## config.mk

```make
export PLATFORM = sky130hd
export DESIGN_NAME = uart_rx_fifo
export DESIGN_NICKNAME = d
export VERILOG_FILES = /design/src/rtl/uart_pkg.sv /design/src/rtl/sync_fifo.sv /design/src/rtl/uart_rx_fifo.sv
export SDC_FILE = /design/constraint.sdc
export NUM_CORES = 1
export LEC_CHECK = 0
export ABC_AREA = 0
export CORE_AREA = 2 2 122 124
export DETAILED_ROUTE_END_ITERATION = 7
export DIE_AREA = 0 0 124 126
export MAX_ROUTING_LAYER = met4
export PLACE_DENSITY = 0.7
export SLEW_MARGIN = 20
export SYNTH_ARGS = -nofsm -noshare
export SYNTH_HDL_FRONTEND = slang
export SYNTH_HIERARCHICAL = 1
export SYNTH_SLANG_ARGS = --single-unit
```

## constraint.sdc

```tcl
create_clock -name clk -period 3.9 [get_ports clk]
set_input_delay 1.17 -clock clk [delete_from_list [all_inputs] [get_ports clk]]
set_output_delay 1.17 -clock clk [all_outputs]
set_load 0.01 [all_outputs]
```

## src/rtl/uart_pkg.sv

```systemverilog
// Shared types and helpers for the UART receive path.
package uart_pkg;
    typedef enum logic [2:0] {IDLE, START, DATA, PARITY, STOP} rx_state_t;

    localparam int MIN_BAUD_DIV = 8;

    // True when the eight data bits plus the received parity bit give the selected sense.
    function automatic logic parity_ok(input logic [7:0] data, input logic par_bit, input logic odd);
        return ((^data) ^ par_bit) == odd;
    endfunction
endpackage

```

## src/rtl/sync_fifo.sv

```systemverilog
// Show-ahead synchronous FIFO; a pop on empty is ignored, a push on full is accepted only with a pop.
module sync_fifo #(
    parameter int WIDTH = 8,
    parameter int DEPTH = 8
) (
    input  logic                       clk,
    input  logic                       rst_n,
    input  logic                       push,
    input  logic                       pop,
    input  logic [WIDTH-1:0]           din,
    output logic [WIDTH-1:0]           dout,
    output logic [$clog2(DEPTH+1)-1:0] cnt,
    output logic                       full,
    output logic                       empty
);
    localparam int AW = $clog2(DEPTH);
    localparam int CW = $clog2(DEPTH + 1);

    logic [WIDTH-1:0] mem [DEPTH];
    logic [AW-1:0]    wr_ptr;
    logic [AW-1:0]    rd_ptr;
    logic             do_push;
    logic             do_pop;

    assign empty   = (cnt == '0);
    assign full    = (cnt == CW'(DEPTH));
    assign do_pop  = pop & ~empty;
    assign do_push = push & (~full | do_pop);
    assign dout    = empty ? '0 : mem[rd_ptr];

    always_ff @(posedge clk or negedge rst_n) begin
        if (!rst_n) begin
            wr_ptr <= '0;
            rd_ptr <= '0;
            cnt    <= '0;
        end else begin
            if (do_push) wr_ptr <= wr_ptr + AW'(1);
            if (do_pop)  rd_ptr <= rd_ptr + AW'(1);
            case ({do_push, do_pop})
                2'b10:   cnt <= cnt + CW'(1);
                2'b01:   cnt <= cnt - CW'(1);
                default: cnt <= cnt;
            endcase
        end
    end

    always_ff @(posedge clk) begin
        if (do_push) mem[wr_ptr] <= din;
    end
endmodule

```

## src/rtl/uart_rx_fifo.sv

```systemverilog
// UART receiver with majority-vote sampling, sticky error flags and a show-ahead receive FIFO.
module uart_rx_fifo
    import uart_pkg::*;
#(
    parameter int DIV_W      = 16,
    parameter int FIFO_DEPTH = 8
) (
    input  logic                            clk,
    input  logic                            rst_n,
    input  logic                            RX,
    input  logic [DIV_W-1:0]                baud_div,
    input  logic                            parity_en,
    input  logic                            parity_odd,
    input  logic                            rd_en,
    output logic [7:0]                      rx_data,
    output logic                            rdy,
    output logic [$clog2(FIFO_DEPTH+1)-1:0] fifo_cnt,
    output logic                            frame_err,
    output logic                            parity_err,
    output logic                            overrun,
    input  logic                            clr_err,
    output rx_state_t                       dbg_state
);
    logic             rx_s1, rx_s2, rx_prev;
    rx_state_t        state, state_nx;
    logic [DIV_W-1:0] baud_cnt, div_q, div_eff;
    logic             par_en_q, par_odd_q, par_bit;
    logic [2:0]       bit_cnt;
    logic [7:0]       shreg;
    logic [1:0]       smp;
    logic             tick, maj, start_det;
    logic             start_ld, reload, shift, par_ld;
    logic             push_req, fe_set, pe_set, ov_set;
    logic             fifo_full, fifo_empty;

    always_ff @(posedge clk or negedge rst_n) begin
        if (!rst_n) begin
            rx_s1   <= 1'b1;
            rx_s2   <= 1'b1;
            rx_prev <= 1'b1;
        end else begin
            rx_s1   <= RX;
            rx_s2   <= rx_s1;
            rx_prev <= rx_s2;
        end
    end

    // Only a high-to-low transition starts a frame, so a line stuck low after a break stays quiet.
    assign start_det = rx_prev & ~rx_s2;
    assign tick      = (baud_cnt == '0);
    assign maj       = (smp[1] & smp[0]) | (smp[1] & rx_s2) | (smp[0] & rx_s2);
    assign div_eff   = (baud_div < DIV_W'(MIN_BAUD_DIV)) ? DIV_W'(MIN_BAUD_DIV) : baud_div;
    assign dbg_state = state;

    always_ff @(posedge clk or negedge rst_n) begin
        if (!rst_n) state <= IDLE;
        else        state <= state_nx;
    end

    always_comb begin
        state_nx = state;
        case (state)
            IDLE:    if (start_det) state_nx = START;
            START:   if (tick) state_nx = maj ? IDLE : DATA;
            DATA:    if (tick && bit_cnt == 3'd7) state_nx = par_en_q ? PARITY : STOP;
            PARITY:  if (tick) state_nx = STOP;
            STOP:    if (tick) state_nx = IDLE;
            default: state_nx = IDLE;
        endcase
    end

    always_comb begin
        start_ld = 1'b0;
        reload   = 1'b0;
        shift    = 1'b0;
        par_ld   = 1'b0;
        push_req = 1'b0;
        fe_set   = 1'b0;
        pe_set   = 1'b0;
        case (state)
            IDLE:   start_ld = start_det;
            START:  reload = tick & ~maj;
            DATA:   begin
                shift  = tick;
                reload = tick;
            end
            PARITY: begin
                par_ld = tick;
                reload = tick;
            end
            STOP:   if (tick) begin
                if (!maj)                                                     fe_set   = 1'b1;
                else if (par_en_q && !parity_ok(shreg, par_bit, par_odd_q)) pe_set   = 1'b1;
                else                                                          push_req = 1'b1;
            end
            default: ;
        endcase
    end

    // A pop in the same cycle frees the slot, so only an unserviced full FIFO drops the byte.
    assign ov_set = push_req & fifo_full & ~rd_en;

    always_ff @(posedge clk or negedge rst_n) begin
        if (!rst_n) begin
            baud_cnt  <= '0;
            div_q     <= '0;
            par_en_q  <= 1'b0;
            par_odd_q <= 1'b0;
            par_bit   <= 1'b0;
            bit_cnt   <= '0;
            shreg     <= '0;
            smp       <= '0;
        end else begin
            if (start_ld) begin
                baud_cnt  <= div_eff >> 1;
                div_q     <= div_eff;
                par_en_q  <= parity_en;
                par_odd_q <= parity_odd;
                bit_cnt   <= '0;
            end else if (reload) begin
                baud_cnt <= div_q - DIV_W'(1);
            end else if (!tick) begin
                baud_cnt <= baud_cnt - DIV_W'(1);
            end
            if (baud_cnt == DIV_W'(2)) smp[1] <= rx_s2;
            if (baud_cnt == DIV_W'(1)) smp[0] <= rx_s2;
            if (shift) begin
                shreg   <= {maj, shreg[7:1]};
                bit_cnt <= bit_cnt + 3'd1;
            end
            if (par_ld) par_bit <= maj;
        end
    end

    always_ff @(posedge clk or negedge rst_n) begin
        if (!rst_n) begin
            frame_err  <= 1'b0;
            parity_err <= 1'b0;
            overrun    <= 1'b0;
        end else begin
            frame_err  <= fe_set | (frame_err  & ~clr_err);
            parity_err <= pe_set | (parity_err & ~clr_err);
            overrun    <= ov_set | (overrun    & ~clr_err);
        end
    end

    sync_fifo #(
        .WIDTH (8),
        .DEPTH (FIFO_DEPTH)
    ) u_fifo (
        .clk   (clk),
        .rst_n (rst_n),
        .push  (push_req),
        .pop   (rd_en),
        .din   (shreg),
        .dout  (rx_data),
        .cnt   (fifo_cnt),
        .full  (fifo_full),
        .empty (fifo_empty)
    );

    assign rdy = ~fifo_empty;
endmodule

```

==> results.json <==
{
  "outcome": "completed",
  "fp.dieArea_sq_mm": 0.01562,
  "grt_pass1_vias": 4194,
  "p_leak_nw": 3.069,
  "worstHoldPathCells": 0,
  "route.detailed.drc": 0,
  "track_usage_pct": 17.98,
  "path_clk_slew_ns": 0.06,
  "drt_pass1_iterations": 4,
  "ir_worst_vdd_uv": 337.4,
  "io_buffers": 41,
  "drv_slew": 0,
  "stdcell_area_sq_mm": 0.007587,
  "clock_sinks": 131,
  "ctsRootBufferMaster": "clkbuf_16",
  "die_x_um": 124,
  "ff2ff_path_depth": 15,
  "finalSetupTns_ns": 0,
  "startpoint_type": "register",
  "hold_buffers": 0,
  "cts_tree": "built",
  "synth-async-reset-ratio_pct": 51.15,
  "grt_overflow_total": 0,
  "hold_ws_ns": 0.3541,
  "synth_ff_type": "edfxtp_1",
  "post_cts_buffers": 0,
  "final_util_pct": 53.01,
  "rsz0062_at_grt": "no",
  "power.density_mw_per_mm2": 599.5,
  "cp-endpoint": "rx_data[6]",
  "period_minus_slack_ns": 3.552,
  "initial_core_util_pct": 44.48,
  "fin_crit_sh_pct": 91.07,
  "rows": 44,
  "syn-mean-instance-area_sq_um": 12.63,
  "hp-class": "register to register",
  "cts_buffers": 17,
  "ys_warn_count": 6,
  "finalNonFillerCells": 756,
  "synth_cell_types": 75,
  "cp-end-kind": "output pin",
  "numPlacedInstances": 724,
  "drt_iter0_drc": 266,
  "seq_area_frac_synth_pct": 56.57,
  "r2r_start": "baud_cnt[0]",
  "drv_cap": 0,
  "slew_headroom_pct": 37.73,
  "grt_max_degree": 49,
  "synth_edf_count": 64,
  "wl_per_cell_um": 16.67,
  "dpl_cell_area_sq_mm": 0.007013,
  "core_sq_mm": 0.01431,
  "synth_fp_nets": 539,
  "arrival_ns": 2.38,
  "syn_inst": 504,
  "critical_path_required_ns": 2.73,
  "grt_pass1_wl_um": 20920,
  "cp-startpoint": "u_fifo/rd_ptr[1]",
  "io_pins": 42,
  "fin_ws_ns": 0.3481,
  "die_h_um": 126,
  "hpwl_um": 8858,
  "syn_to_final_growth_pct": 19.16,
  "setup_viol": 0,
  "r2r-end": "u_fifo/cnt[3]",
  "critical_path_class": "register to output pin",
  "fin_skew_ns": 0.009438,
  "nets": 594,
  "place.gp.congestion": 0.8671,
  "diodes": 0,
  "path_max_fanout": 18,
  "syn_area_sq_mm": 0.006367,
  "htree_levels": 4,
  "worst_slew_pin_slew_ns": 0.9340,
  "place_ws_ns": 0.3940,
  "ant_nets": 0,
  "clockBufferDepth": 2,
  "layout-drive-gt1-share_pct": 18.53,
  "reg2reg_slack_ns": 0.35,
  "routed-via-count": 4065,
  "wl_um": 12610,
  "max_freq_ghz": 0.2815,
  "clkLatencyLatePin_ns": 0.42,
  "ctsResizeCount": 0,
  "antenna_found_initial": 0,
  "total_power_mw": 4.549,
  "avgViaCountPerCell": 5.377,
  "hold_viol": 0,
  "synth-seq-cells": 131
}
## flip-flops by register name (all words and copies together) (netlist names), 2 cells and up
signal and cells:
div_q 16, smp 2, u_fifo/mem 64, shreg 8, bit_cnt 3, baud_cnt 16
u_fifo/cnt 4, dbg_state 3, u_fifo/wr_ptr 3, u_fifo/rd_ptr 3
## area by class of cell
cell class / count / area (sq um)
Inverter: 15 / 56.30
Clock inverter: 14 / 142.6
Clock buffer: 18 / 429.2
Timing Repair Buffer: 57 / 528.0
Multi-Input combinational cell: 337 / 2599
Sequential cell: 131 / 3602
Fill cell: 1223 / 6726
Tap cell: 184 / 230.2
## critical path, stage by stage, from the launching register on
cell and delay (ns):
dfrtp_1 0.86, mux4_2 0.42, mux2i_1 0.15, nor2_1 0.06
clkdlybuf4s50_1 0.47
## synth_stat cells (all sizes together), types with 12 or more instances
master,number,share of area (%)
mux4,16,5.7
edfxtp,64,30
buf,13,1.3
xnor2,23,3.2
inv,15,0.88
o21ai,17,1.4
dfrtp,64,25
mux2i,12,1.9
nor4,12,1.6
nand2,74,4.5
mux2,13,2.4
nor2,37,2.2
## cell usage in the layout, fill, tap and decap left out, types with 3 or more instances in the layout
cell type / instances
a21oi_1: 8
a22oi_1: 5
and3_1: 4
buf_4: 17
clkbuf_16: 17
clkdlybuf4s50_1: 40
dfrtp_1: 64
dfstp_2: 3
edfxtp_1: 64
ha_1: 11
inv_1: 15
inv_6: 7
mux2_2: 12
mux2i_1: 12
mux4_2: 16
nand2_1: 72
nand2b_1: 7
nand3_1: 6
nand4_1: 7
nor2_1: 37
nor3_1: 9
nor4_1: 8
nor4_2: 3
o211ai_1: 4
o21a_1: 4
o21ai_0: 15
o31ai_1: 3
or3_1: 6
or4_1: 3
xnor2_1: 23
xor2_1: 11
## metal layers
metal | part of all wire [%] | routed length [um] | GRT usage (%)
met5 | 0 | 0 | -
met1 | 43 | 5435 | 21.16
met4 | 1.5 | 192 | 6.279
met3 | 3.2 | 400 | 3.804
met2 | 52 | 6577 | 30.41
## report_power, final
| group | total [mW] | internal, mW | leakage, nW | switching (mW) |
|---|---|---|---|---|
| combinational | 1.07 | 0.536 | 1.25 | 0.534 |
| clock | 1.53 | 0.898 | 0.277 | 0.635 |
| sequential | 1.95 | 1.63 | 1.54 | 0.314 |
| total | 4.55 | 3.07 | 3.07 | 1.48 |
## worst min path at each step
stage | start | to | slack, ns
floorplan | rx_s1 | rx_s2 | 0.35
global placement | rx_s1 | rx_s2 | 0.35
detailed placement | rx_s1 | rx_s2 | 0.35
CTS | rx_s1 | rx_s2 | 0.36
global route | rx_s1 | rx_s2 | 0.36
finish | rx_s1 | rx_s2 | 0.35
## logic make-up (layout without fill, tap and decap cells)
logic type / Yosys count / after routing / share of synthesized area [%]
fa+ha+maj: 12 / 12 / 2.476
simple gates: 182 / 182 / 15.01
mux: 41 / 41 / 9.904
xor+xnor: 35 / 35 / 5.030
compound gates: 67 / 67 / 8.293
buf+inv: 36 / 104 / 2.712
flops: 131 / 131 / 56.57
No activity file was read; power rests on OpenSTA's default activity.
